`src/rtl/mexec_pkg.sv`:
```
`default_nettype none
// +--------------------------------------------------------------------------+
// | mexec_pkg: shared state encoding, FPU opcodes and defaults for           |
// | the multi-cycle execute controller.  Revision: 1.0                      |
// +--------------------------------------------------------------------------+
package mexec_pkg;

   localparam logic [1:0] C_ST_IDLE     = 2'd0;
   localparam logic [1:0] C_ST_FPU_BUSY = 2'd1;
   localparam logic [1:0] C_ST_MM_BUSY  = 2'd2;
   localparam logic [1:0] C_ST_DONE     = 2'd3;

   typedef enum logic [1:0] {
      ST_IDLE     = C_ST_IDLE,
      ST_FPU_BUSY = C_ST_FPU_BUSY,
      ST_MM_BUSY  = C_ST_MM_BUSY,
      ST_DONE     = C_ST_DONE
   } mexec_state_e;

   localparam logic [2:0] C_FPU_OP_ADD  = 3'b000;
   localparam logic [2:0] C_FPU_OP_SUB  = 3'b001;
   localparam logic [2:0] C_FPU_OP_MUL  = 3'b010;
   localparam logic [2:0] C_FPU_OP_DIV  = 3'b011;
   localparam logic [2:0] C_FPU_OP_SQRT = 3'b100;

   localparam int C_TIMEOUT_DEFAULT = 64;
   localparam int C_XLEN_DEFAULT    = 32;

endpackage
`default_nettype wire

```
`src/rtl/mexec_wait_ctr.sv`:
```
`default_nettype none
// +--------------------------------------------------------------------------+
// | mexec_wait_ctr: busy-cycle counter with clear/increment and expiry flag. |
// | Revision: 1.0                                                            |
// +--------------------------------------------------------------------------+
module mexec_wait_ctr
   import mexec_pkg::*;
#(
   parameter int TIMEOUT_CYCLES = C_TIMEOUT_DEFAULT
) (
   input  logic clk,
   input  logic reset,
   input  logic clr,
   input  logic inc,
   output logic expire
);

   localparam int             C_W    = $clog2(TIMEOUT_CYCLES);
   localparam logic [C_W-1:0] C_LAST = C_W'(TIMEOUT_CYCLES - 1);

   logic [C_W-1:0] cnt_q;
   logic [C_W-1:0] cnt_d;

   // Holds at the last value so an ignored expiry can never wrap to zero.
   always_comb begin
      cnt_d = cnt_q;
      if (clr) begin
         cnt_d = '0;
      end else if (inc && (cnt_q != C_LAST)) begin
         cnt_d = cnt_q + 1'b1;
      end
   end

   always_ff @(posedge clk or posedge reset) begin
      if (reset) begin
         cnt_q <= '0;
      end else begin
         cnt_q <= cnt_d;
      end
   end

   assign expire = (cnt_q == C_LAST);

endmodule
`default_nettype wire

```
`src/rtl/multicycle_exec_ctrl.sv`:
```
`default_nettype none
// +--------------------------------------------------------------------------+
// | multicycle_exec_ctrl: launches FPU/matmul from Execute and stalls F/D/E  |
// | until done. Optional perf counters: define MEXEC_PERF_EN. Revision: 1.0  |
// +--------------------------------------------------------------------------+
module multicycle_exec_ctrl
   import mexec_pkg::*;
#(
   parameter int TIMEOUT_CYCLES = C_TIMEOUT_DEFAULT,
   parameter int XLEN           = C_XLEN_DEFAULT
) (
   input  logic            clk,
   input  logic            reset,
   input  logic            FPUStartE,
   input  logic [2:0]      FPUControlE,
   input  logic            MatmulStartE,
   input  logic            fpu_done,
   input  logic [XLEN-1:0] fpu_result,
   input  logic            mm_done,
   output logic            fpu_go,
   output logic [2:0]      fpu_op,
   output logic            mm_go,
   output logic            StallF,
   output logic            StallD,
   output logic            StallE,
   output logic            FlushM,
   output logic            ResultValidE,
   output logic [XLEN-1:0] ResultE,
   output logic            err_timeout
`ifdef MEXEC_PERF_EN
   ,
   output logic [31:0]     perf_fpu_cyc,
   output logic [31:0]     perf_mm_cyc
`endif
);

   mexec_state_e    state_q, state_d;
   logic            mm_pend_q, mm_pend_d;
   logic [2:0]      fpu_op_q, fpu_op_d;
   logic [XLEN-1:0] res_q, res_d;
   logic            fpu_go_q, fpu_go_d;
   logic            mm_go_q, mm_go_d;
   logic            err_q, err_d;
   logic            stall;
   logic            ctr_clr;
   logic            ctr_inc;
   logic            ctr_expire;
   logic            start;

   assign start = FPUStartE | MatmulStartE;

   mexec_wait_ctr #(
      .TIMEOUT_CYCLES(TIMEOUT_CYCLES)
   ) u_wait_ctr (
      .clk    (clk),
      .reset  (reset),
      .clr    (ctr_clr),
      .inc    (ctr_inc),
      .expire (ctr_expire)
   );

   always_comb begin
      state_d   = state_q;
      mm_pend_d = mm_pend_q;
      fpu_op_d  = fpu_op_q;
      res_d     = res_q;
      err_d     = err_q;
      stall     = 1'b0;
      ctr_clr   = 1'b0;
      ctr_inc   = 1'b0;
      case (state_q)
         ST_IDLE: begin
            if (start) begin
               stall     = 1'b1;
               state_d   = FPUStartE ? ST_FPU_BUSY : ST_MM_BUSY;
               mm_pend_d = FPUStartE & MatmulStartE;
               fpu_op_d  = FPUControlE;
               res_d     = '0;
               ctr_clr   = 1'b1;
            end
         end
         ST_FPU_BUSY: begin
            stall   = 1'b1;
            ctr_inc = 1'b1;
            // A done strobe wins over an expiry in the same cycle.
            if (fpu_done) begin
               res_d = fpu_result;
               if (mm_pend_q) begin
                  mm_pend_d = 1'b0;
                  state_d   = ST_MM_BUSY;
                  ctr_clr   = 1'b1;
               end else begin
                  state_d = ST_DONE;
               end
            end else if (ctr_expire) begin
               err_d     = 1'b1;
               res_d     = '0;
               mm_pend_d = 1'b0;
               state_d   = ST_DONE;
            end
         end
         ST_MM_BUSY: begin
            stall   = 1'b1;
            ctr_inc = 1'b1;
            if (mm_done) begin
               state_d = ST_DONE;
            end else if (ctr_expire) begin
               err_d     = 1'b1;
               res_d     = '0;
               mm_pend_d = 1'b0;
               state_d   = ST_DONE;
            end
         end
         ST_DONE: begin
            state_d = ST_IDLE;
         end
         default: begin
            state_d = ST_IDLE;
         end
      endcase
      fpu_go_d = (state_d == ST_FPU_BUSY) && (state_q != ST_FPU_BUSY);
      mm_go_d  = (state_d == ST_MM_BUSY) && (state_q != ST_MM_BUSY);
   end

   always_ff @(posedge clk or posedge reset) begin
      if (reset) begin
         state_q   <= ST_IDLE;
         mm_pend_q <= 1'b0;
         fpu_op_q  <= '0;
         res_q     <= '0;
         fpu_go_q  <= 1'b0;
         mm_go_q   <= 1'b0;
         err_q     <= 1'b0;
      end else begin
         state_q   <= state_d;
         mm_pend_q <= mm_pend_d;
         fpu_op_q  <= fpu_op_d;
         res_q     <= res_d;
         fpu_go_q  <= fpu_go_d;
         mm_go_q   <= mm_go_d;
         err_q     <= err_d;
      end
   end

   assign fpu_go       = fpu_go_q;
   assign mm_go        = mm_go_q;
   assign fpu_op       = fpu_op_q;
   assign StallF       = stall;
   assign StallD       = stall;
   assign StallE       = stall;
   assign FlushM       = stall;
   assign ResultValidE = (state_q == ST_DONE);
   assign ResultE      = (state_q == ST_DONE) ? res_q : '0;
   assign err_timeout  = err_q;

`ifdef MEXEC_PERF_EN
   logic [31:0] perf_fpu_q, perf_fpu_d;
   logic [31:0] perf_mm_q, perf_mm_d;

   always_comb begin
      perf_fpu_d = perf_fpu_q;
      perf_mm_d  = perf_mm_q;
      if ((state_q == ST_FPU_BUSY) && (perf_fpu_q != '1)) begin
         perf_fpu_d = perf_fpu_q + 32'd1;
      end
      if ((state_q == ST_MM_BUSY) && (perf_mm_q != '1)) begin
         perf_mm_d = perf_mm_q + 32'd1;
      end
   end

   always_ff @(posedge clk or posedge reset) begin
      if (reset) begin
         perf_fpu_q <= '0;
         perf_mm_q  <= '0;
      end else begin
         perf_fpu_q <= perf_fpu_d;
         perf_mm_q  <= perf_mm_d;
      end
   end

   assign perf_fpu_cyc = perf_fpu_q;
   assign perf_mm_cyc  = perf_mm_q;
`endif

endmodule
`default_nettype wire

```
`config.mk`:
```
export PLATFORM = sky130hd
export DESIGN_NAME = multicycle_exec_ctrl
export DESIGN_NICKNAME = d
export VERILOG_FILES = /design/src/rtl/mexec_pkg.sv /design/src/rtl/mexec_wait_ctr.sv /design/src/rtl/multicycle_exec_ctrl.sv
export SDC_FILE = /design/constraint.sdc
export NUM_CORES = 1
export LEC_CHECK = 0
export CORE_ASPECT_RATIO = 0.6
export CORE_MARGIN = 4
export CORE_UTILIZATION = 44
export CTS_CLUSTER_SIZE = 25
export DETAILED_ROUTE_END_ITERATION = 6
export GPL_TIMING_DRIVEN = 0
export PLACE_DENSITY = 0.84
export RECOVER_POWER = 50
export SLEW_MARGIN = 20
export SYNTH_ARGS = -nofsm -noshare
export SYNTH_HDL_FRONTEND = slang
export SYNTH_SLANG_ARGS = --single-unit
```
`constraint.sdc`:
```
create_clock -name clk -period 2.6 [get_ports clk]
set_clock_uncertainty 0.1 [all_clocks]
set_input_delay 0.65 -clock clk [delete_from_list [all_inputs] [get_ports clk]]
set_output_delay 0.65 -clock clk [all_outputs]
set_load 0.005 [all_outputs]
```
==> summary.txt, run 1 <==
GRT
  – Vias in the first global route: 1829
  – Remaining global-route overflow: 0
  – First-pass GRT wire length: 9.26 mm
  – Initial antenna violation count: 0
  – Largest net degree at the start of global routing: 28
  – Total GRT Usage: 0.185

Drt
  – DRC: 0
  – Via density: 5.13
  – WL per Instance: 16.1 µm
  – Pre-antenna DRT Iters: 5
  – DR iter-0 viols: 61
  – Via count: 1810
  – WL final: 5.69 mm
  – DRT antenna net count: 0

STA
  – Max Freq: 0.371 GHz
  – Relative slew slack: 0.483
  – Setup TNS: -93.7 ps
  – Worst-Margin Slew: 774 ps
  – Fin crit period: 2690 ps
  – Setup ws final: -93.7 ps
  – Hold Fails Final Rpt: 0
  – Fin crit share: 1.04
  – Hold Slack: 382 ps
  – Final max-slew violation count: 0
  – RSZ-0062 raised after global routing: yes
  – Setup violations, final: 1

Cells and area
  – Layout cells sized above 1: 0.145
  – # nets final: 337
  – Fillers: 345
  – Area Growth Syn to Fin: 47.3%
  – Finished Layout Cells: 353
  – Ant diodes: 0

Synth
  – Post-synth top area cell: dfrtp_1
  – Number of enable flip-flop cells after synthesis: 0
  – Syn avg cell area: 11.8 µm²
  – Top-count cell post-synth: dfrtp_1
  – FF+latch count, synth: 47
  – Area share of the largest cell type after synthesis: 0.515
  – Post-synth ARST share: 1.00
  – Post-synth cell types: 37
  – Post-Syn Nets: 242
  – YS warnings: 0
  – Post-Syn Instances: 194
  – Mapped Area: 2280 µm²
  – Top cells by area, synth: dfrtp_1 (51%), a22o_1 (12%), and2_1 (9.0%)
  – Seq/Total Area, Yosys: 0.515
  – Synth Flop Type: dfrtp_1
  – Top cells by count, synth: dfrtp_1 (47), and2_1 (33), a22o_1 (32), nor2_1 (10), ha_1 (7)

Status
  – Status: finished, violations left
  – Violated checks: negative setup slack

Critical path
  – Critical path buffer and inverter count: 3
  – Setup crit end kind: output port
  – CP top delay family: buffers and inverters
  – CP Cell Sequence: dlygate4sd2_1 -> o21ai_4 -> a21oi_4 -> buf_6 -> clkdlybuf4s50_1
  – Setup Crit Path Kind: input pin to output port
  – Crit Path Max Fanout: 5
  – Slowest-stage cell, CP: clkdlybuf4s50_1
  – Critical path launch point type: input pin
  – Slowest stage delay, CP: 480 ps
  – Crit path DAT: 1940 ps
  – CP Data Required Time: 1850 ps

Power and ir drop
  – Lkg Pwr: 1.51 nW
  – Sw Pwr: 1.04 mW
  – Peak VDD IR: 0.000462 V
  – P_int: 1.86 mW
  – Sw frac: 0.360
  – Sequential Power Share: 0.351
  – PwrDens: 862 nW/µm²
  – Total Power: 2.90 mW
  – Comb power frac: 0.505
  – Clock power frac: 0.144

Clocking
  – CTS tree: yes
  – Clk_lat worst skew: 290 ps
  – Bufs on Longest Clock Path: 2
  – Clock-pin transition on the worst setup and hold timing paths: 80 ps
  – Cts bufs inserted: 5
  – Hold Buf Count CTS: 0
  – Root buf cell: clkbuf_8
  – CTS sink cnt: 47
  – H-tree depth: 2

Placement
  – Placer Congestion: 0.788
  – Hpwl dp: 4.19 mm
  – Setup WS pre-CTS: -594 ps
  – Post-Place Cells: 341
  – Port bufs: 83

Floorplan
  – Die H: 63.8 µm
  – # rows: 19
  – Area of the core: 4780 µm²
  – Die width: 101 µm
  – I/O pin total: 84
  – DIE AREA: 6450 µm²
  – Initial core utilization: 0.478

Run
  – # Max-Cap Violations: 0

Worst hold path
  – HP Class: register to register
## worst register-to-register path, cell delays in order, from the launching register on
cell	delay, ps
dfrtp_2	410
clkbuf_1	260
ha_1	360
a21oi_1	140
o21bai_1	590
buf_6	240
a22o_1	160
## kinds of logic after synthesis
group | Yosys count | synth area share
buffers and inverters | 18 | 0.0493
xor gates and xnor gates | 4 | 0.0153
and+or+nand+nor | 62 | 0.164
muxes | 4 | 0.0192
adders and majority gates | 7 | 0.0383
AOI/OAI and AO/OA | 52 | 0.199
DFF | 47 | 0.515
## layout make-up
type	count	area, µm²	share of cell area
multi-input cells	129	1030	0.306
plain buffers	12	105	0.0312
repair buffers	88	863	0.257
flip-flops and latches	47	1180	0.350
clock inverters	1	5.00	0.00149
inverters	6	26.3	0.00781
well taps	63	78.8	0.0234
clock buffers	7	76.3	0.0227
## flip-flops by register name, summed over array words and instances (netlist names)
name / count
u_wait_ctr.cnt_q: 6
fpu_op: 3
err_timeout: 1
state_q: 2
mm_pend_q: 1
res_q: 32
fpu_go: 1
mm_go: 1
## metal layers
layer  track usage  vias up  part of all wire
met4        0.0448        0            0.0077
met3        0.0804        4             0.097
li1              -      874                 -
met1         0.258      861              0.47
met2         0.268       71              0.43
met5             0        -                 0
## cell usage in the layout, fill, tap and decap left out, drive strengths merged, types with 3 or more instances in the layout
cell	Yosys	final
ha	7	7
and2	33	33
a22o	32	32
o21ai	4	4
clkdlybuf4s50	0	70
a21oi	6	6
nand2	3	3
buf	9	13
dfrtp	47	47
dlygate4sd2	0	3
xor2	3	3
dlygate4sd3	0	8
nand3	4	4
mux2	3	3
and3	3	3
inv	6	5
nor2	10	10
nor3	5	5
clkbuf	3	11
## power groups by stage
| stage | registers [mW] | clock network (mW) | logic [mW] |
|---|---|---|---|
| 2_1_floorplan | 1.01 | 0 | 0.870 |
| 3_3_place_gp | 1.03 | 0 | 1.33 |
| 3_5_place_dp | 1.03 | 0 | 1.35 |
| 4_1_cts | 1.01 | 0.435 | 1.51 |
| 5_1_grt | 1.04 | 0.466 | 1.59 |
| 6_report | 1.02 | 0.419 | 1.46 |
## through the flow
step           utilization  area, µm²
2_1_floorplan            -       2280
3_3_place_gp         0.669       3190
3_5_place_dp         0.673       3210
4_1_cts              0.706       3370
5_1_grt              0.704       3360
6_report             0.704       3360
## worst paths after layout
check | from | endpoint | slack, ps | cells past startpoint
worst max register to register | state_q[0]$_DFF_PP0_ | res_q[3]$_DFFE_PP0P_ | 280 | 6
worst min register to register | err_timeout$_DFFE_PP0P_ | err_timeout$_DFFE_PP0P_ | 380 | 1
min in group asynchronous | reset | fpu_go$_DFF_PP0_ | 830 | 2
worst min-delay path | err_timeout$_DFFE_PP0P_ | err_timeout$_DFFE_PP0P_ | 380 | 1
worst max-delay path | MatmulStartE | StallD | -90 | 5
max in group asynchronous | reset | res_q[13]$_DFFE_PP0P_ | 460 | 3
## repair_timing
| item | in CTS | in global routing |
|---|---|---|
| setup buffers | 4 | 0 |
| setup endpoints to repair | 36 | 32 |
| pin swaps | 2 | 1 |
| gates resized for setup | 20 | 7 |
No activity file was read; power rests on OpenSTA's default activity.
==> inputs of run 2 (changes only) <==
- CAP_MARGIN: not set -> 20
- CTS_CLUSTER_SIZE: 25 -> 20
- GPL_ROUTABILITY_DRIVEN: not set -> 0
==> results of run 2 <==
Final layout, timing and power as in run 1 (identical DEF).
